$ cat src/rtl/enemy_fire_scheduler.sv
// enemy_fire_scheduler
//   Periodically chooses an enemy to fire. After PERIOD cycles of play it
//   picks a start column, scans columns one per cycle (wrapping) until a
//   column with a live enemy is found, and offers that column together with
//   its bottom-most live row to the enemy-bullet stage through a
//   valid/ready handshake. If every column is empty, a single-cycle
//   no_target pulse is raised instead.
//
// Parameters
//   ROWS   : enemy rows, row ROWS-1 is bottom-most
//   COLS   : enemy columns (max 16)
//   PERIOD : clock cycles between fire attempts (min 2)
//
// Ports
//   clk         : system clock, rising edge
//   reset       : synchronous, active-high reset
//   enable      : game-running qualifier; low forces the idle wait state
//   alive       : enemy alive mask, bit row*COLS+col
//   shot_ready  : bullet stage can accept a shot
//   shot_valid  : shot request pending
//   shot_col    : column of the shooting enemy
//   shot_row    : row of the shooting enemy
//   no_target   : one-cycle pulse, attempt found no live enemy
//   shots_fired : saturating count of accepted shots
//
// Build option
//   ENEMY_FIRE_RANDOM_EN : start column from a 16-bit LFSR instead of a
//                          round-robin pointer.

module enemy_fire_scheduler #(
  parameter int ROWS   = 4,
  parameter int COLS   = 10,
  parameter int PERIOD = 5000000
) (
  input  logic                 clk,
  input  logic                 reset,
  input  logic                 enable,
  input  logic [ROWS*COLS-1:0] alive,
  input  logic                 shot_ready,
  output logic                 shot_valid,
  output logic [3:0]           shot_col,
  output logic [1:0]           shot_row,
  output logic                 no_target,
  output logic [7:0]           shots_fired
);

  localparam int TW = $clog2(PERIOD);

  typedef enum logic [1:0] {
    S_WAIT,
    S_PICK,
    S_SEARCH,
    S_OFFER
  } state_t;

  state_t          r_state;
  logic [TW-1:0]   r_timer;
  logic [3:0]      r_col;
  logic [3:0]      r_miss;
  logic            r_shot_valid;
  logic [3:0]      r_shot_col;
  logic [1:0]      r_shot_row;
  logic            r_no_target;
  logic [7:0]      r_shots_fired;

  logic [ROWS-1:0] w_colmask [COLS];
  logic            w_any;
  logic [1:0]      w_row;
  logic [3:0]      w_next_col;
  logic [3:0]      w_start;

  // Regroup the row-major alive mask into one vector per column.
  for (genvar c = 0; c < COLS; c++) begin : g_col
    for (genvar r = 0; r < ROWS; r++) begin : g_row
      assign w_colmask[c][r] = alive[r*COLS + c];
    end
  end

  // Any live enemy in the column under examination, and the highest
  // (bottom-most) live row index; later rows overwrite earlier ones.
  always_comb begin
    w_any = 1'b0;
    w_row = '0;
    for (int unsigned r = 0; r < ROWS; r++) begin
      if (w_colmask[r_col][r]) begin
        w_any = 1'b1;
        w_row = 2'(r);
      end
    end
  end

  assign w_next_col = (r_col == 4'(COLS-1)) ? '0 : r_col + 4'd1;

`ifdef ENEMY_FIRE_RANDOM_EN
  logic [15:0] r_lfsr;
  logic        w_fb;

  // Fibonacci LFSR, taps 16,14,13,11; free-running outside reset.
  assign w_fb = r_lfsr[15] ^ r_lfsr[13] ^ r_lfsr[12] ^ r_lfsr[10];

  always_ff @(posedge clk) begin
    if (reset) begin
      r_lfsr <= 16'hACE1;
    end else begin
      r_lfsr <= {r_lfsr[14:0], w_fb};
    end
  end

  assign w_start = (r_lfsr[3:0] >= 4'(COLS)) ? r_lfsr[3:0] - 4'(COLS)
                                              : r_lfsr[3:0];
`else
  logic [3:0] r_rr;

  always_ff @(posedge clk) begin
    if (reset) begin
      r_rr <= '0;
    end else if (enable && r_state == S_PICK) begin
      r_rr <= (r_rr == 4'(COLS-1)) ? '0 : r_rr + 4'd1;
    end
  end

  assign w_start = r_rr;
`endif

  always_ff @(posedge clk) begin
    if (reset) begin
      r_state       <= S_WAIT;
      r_timer       <= '0;
      r_col         <= '0;
      r_miss        <= '0;
      r_shot_valid  <= 1'b0;
      r_shot_col    <= '0;
      r_shot_row    <= '0;
      r_no_target   <= 1'b0;
      r_shots_fired <= '0;
    end else begin
      r_no_target <= 1'b0;
      if (!enable) begin
        // Abandon any attempt in progress; no shot counted, no pulse.
        r_state      <= S_WAIT;
        r_timer      <= '0;
        r_shot_valid <= 1'b0;
      end else begin
        case (r_state)
          S_WAIT: begin
            if (r_timer == TW'(PERIOD-1)) begin
              r_state <= S_PICK;
              r_timer <= '0;
            end else begin
              r_timer <= r_timer + 1'b1;
            end
          end
          S_PICK: begin
            r_col   <= w_start;
            r_miss  <= '0;
            r_state <= S_SEARCH;
          end
          S_SEARCH: begin
            if (w_any) begin
              r_shot_col   <= r_col;
              r_shot_row   <= w_row;
              r_shot_valid <= 1'b1;
              r_state      <= S_OFFER;
            end else if (r_miss == 4'(COLS-1)) begin
              r_no_target <= 1'b1;
              r_state     <= S_WAIT;
              r_timer     <= '0;
            end else begin
              r_miss <= r_miss + 4'd1;
              r_col  <= w_next_col;
            end
          end
          S_OFFER: begin
            if (shot_ready) begin
              r_shot_valid <= 1'b0;
              if (r_shots_fired != 8'hFF) begin
                r_shots_fired <= r_shots_fired + 8'd1;
              end
              r_state <= S_WAIT;
              r_timer <= '0;
            end
          end
          default: begin
            r_state <= S_WAIT;
            r_timer <= '0;
          end
        endcase
      end
    end
  end

  assign shot_valid  = r_shot_valid;
  assign shot_col    = r_shot_col;
  assign shot_row    = r_shot_row;
  assign no_target   = r_no_target;
  assign shots_fired = r_shots_fired;

endmodule

$ cat config.mk
export PLATFORM = sky130hd
export DESIGN_NAME = enemy_fire_scheduler
export DESIGN_NICKNAME = d
export VERILOG_FILES = /design/src/rtl/enemy_fire_scheduler.sv
export SDC_FILE = /design/constraint.sdc
export NUM_CORES = 1
export LEC_CHECK = 0
export CAP_MARGIN = 10
export CORE_ASPECT_RATIO = 0.75
export CORE_MARGIN = 3
export CORE_UTILIZATION = 49
export CTS_BUF_LIST = sky130_fd_sc_hd__clkbuf_8
export DETAILED_ROUTE_END_ITERATION = 7
export HOLD_SLACK_MARGIN = 0.02
export PLACE_DENSITY_LB_ADDON = 0.15
export SLEW_MARGIN = 20
export SYNTH_ARGS = -nofsm -noshare
export SYNTH_HDL_FRONTEND = slang
export SYNTH_SLANG_ARGS = --single-unit
$ cat constraint.sdc
create_clock -name clk -period 2.85 [get_ports clk]
set_input_delay 0.4275 -clock clk [delete_from_list [all_inputs] [get_ports clk]]
set_output_delay 0.4275 -clock clk [all_outputs]
set_load 0.02 [all_outputs]
==> flow_summary.yaml <==
worst_setup_path:
  critPathCaptureType: "flip-flop"
  worstPathArrival_ns: 3.00
  startpoint_type: "primary input"
  ff2ff_path_depth: 8
  crit_required_ns: 3.05
  criticalPathCategory: "primary input to flip-flop"
  cp_max_fo: 6
timing:
  finalClockSkew_ns: 0.0131
  finalHoldViolCount: 0
  worst_pin_slew_ns: 0.576
  period_needed_ns: 2.80
  rsz0062_at_grt: "no"
  worst_slack_ns: 0.0468
  setup_viol: 0
  final_max_slew_viol_count: 0
  maxSlewHeadroom_pct: 61.5
  fin_crit_sh_pct: 98.4
  fmax_ghz: 0.357
placed_design:
  gp_congestion: 0.865
  port_buffers: 59
  place_area_sq_um: 3940
  dp_hpwl_mm: 6.48
  pre_cts_ws_ns: -0.343
hold_path:
  hold_class: "flip-flop to flip-flop"
  hold-path-cell-count: 2
synthesis:
  synth.most_common_cell: "dfxtp_1"
  syn_inst: 380
  yosys-top-cells-area: "dfxtp_1, mux2i_1, a21oi_1, nor2_1, nand2_1"
  synthFlopType: "dfxtp_1"
  synth_top_area_share_pct: 33.3
  synth_edf_count: 0
  synth_area_sq_um: 3180
  ys_seq_elements: 53
  syn_area_per_cell_sq_um: 8.38
  syn-num-nets: 433
  synth_cell_types: 57
  synthTopCellsByCount: "dfxtp_1, nor2_1, nand2_1, a21oi_1, mux2i_1"
  async_reset_ff_share_pct: 0
  yosysWarnings: 0
  synth_largest_area_cell: "dfxtp_1"
  synth-seq-area-share_pct: 33.3
run:
  maxCapViolCount: 0
detailed_routing:
  wl_per_cell_microns: 16.3
  drtIter0Drc: 184
  wirelength_mm: 8.57
  post-route-drc-count: 0
  first_pass_iters: 6
  vias_per_cell: 6.00
  dr_total_vias: 3149
  ant_nets: 0
clocking:
  clockRootBuffer: "clkbuf_8"
  clock-sinks: 53
  clockBufferDepth: 2
  path_clk_slew_ns: 0.09
  cts_tree: "done"
  ctsHoldBuffers: 0
  clk_latency_ns: 0.31
  cts-buffers-inserted: 5
  ctsHtreeMaxLevel: 2
floorplan:
  io_pins: 60
  initial_utilization_pct: 52.7
  num_rows: 24
  die_h_microns: 75.8
  coreArea_sq_um: 6040
  die_area_sq_um: 7510
  die_w_microns: 99.1
grt:
  grt_overflow_total: 0
  grt_pass1_vias: 2950
  grt_pass1_wl_mm: 14.4
  antenna_found_initial: 0
  grt_max_degree: 37
  grt_usage_pct: 23.4
power_and_ir_drop:
  power_leakage_nw: 1.43
  power_density_nw_per_um2: 312
  vdd_ir_drop_max_mv: 0.301
final_layout:
  fin_area_sq_um: 4060
  utilization_pct: 67.3
  n_antenna_cell: 0
  areaGrowthSynthToFinish_pct: 27.7
  drive_gt1_share_pct: 12.5
  nets: 499
  fillCellCount: 504
status:
  outcome: "completed"
==> metal layers <==
metal	GRT usage, %	vias up	share of wire, %
met5	0	-	0
met4	3.64	0	0.69
met3	4.85	7	7.0
met2	35.8	129	43
met1	34.7	1465	49
li1	-	1548	-
==> repair_timing <==
action,CTS,global route
setup endpoints to repair,9,30
pin swaps,0,4
buffers inserted,0,1
resized for setup,3,8
==> path summary, 6_finish.rpt <==
kind	start	to	slack [ns]
min	r_timer[1]	r_timer[1]	0.49
max reg2reg	r_col[0]	r_col[2]	0.11
min reg2reg	r_timer[1]	r_timer[1]	0.49
max	alive[27]	r_col[2]	0.05
==> metrics by stage <==
step           cells  hold WS, ns  setup TNS (ns)  power [mW]
2_1_floorplan    380        0.452               0       0.796
3_3_place_gp     516        0.464           -5.66       0.868
3_5_place_dp     516        0.476           -7.14       0.870
4_1_cts          524        0.489         -0.0151        1.27
5_1_grt          525        0.507               0        1.32
6_report         525        0.489               0        1.27
==> area by class of cell <==
class                           count  area (sq um)  share of cell area (%)
Sequential cell                    53          1070                    26.2
Tap cell                           78          97.6                    2.40
Multi-Input combinational cell    293          1990                    48.9
Inverter                           11          41.3                    1.02
Clock inverter                      3          15.0                   0.369
Timing Repair Buffer               82           787                    19.4
Clock buffer                        5          68.8                    1.69
==> worst max-delay path, cell delays in order <==
cell,delay (ns)
clkdlybuf4s50_1,0.39
mux4_2,0.46
a2bb2oi_1,0.15
a22o_2,0.26
or4_4,0.57
o32ai_4,0.27
buf_6,0.17
nand2_1,0.05
a32o_1,0.24
==> power by group <==
part,internal [mW],switching (mW),total (mW)
Sequential,0.740,0.00118,0.742
Combinational,0.0751,0.0365,0.112
Clock,0.168,0.246,0.413
==> layout by cell type (no fill, tap or decap), types with 5 or more instances in the layout <==
cell             count
o21ai_0             15
mux2_2               5
or4_1               14
o31ai_1             15
buf_4               19
xor2_1               6
dfxtp_1             51
nand2_1             35
clkbuf_8             5
a21oi_1             30
nor4_1               5
nand4_1              8
clkdlybuf4s50_1     59
inv_1               13
nor2b_1              5
nand2b_1             5
a31oi_1              9
nor2_1              36
nand3_1             16
mux2i_1             19
ha_1                 9
==> cell families (layout without fill, tap and decap cells) <==
group,count (synthesis),in the layout,share of synthesized area [%]
AO/OA/AOI/OAI,97,97,20.6
XOR/XNOR,7,7,1.93
adder cells (fa/ha/maj),9,9,3.54
buffers and inverters,34,101,4.60
flip-flops,53,53,33.3
multiplexers,28,28,10.6
AND/OR/NAND/NOR,152,152,25.4
==> registers in the layout, summed over array words and instances (netlist names) <==
register	count
shot_row	2
r_col	4
r_state	2
shot_valid	1
shot_col	4
shots_fired	8
no_target	1
r_timer	23
r_miss	4
r_rr	4
No activity file was read; power rests on OpenSTA's default activity.
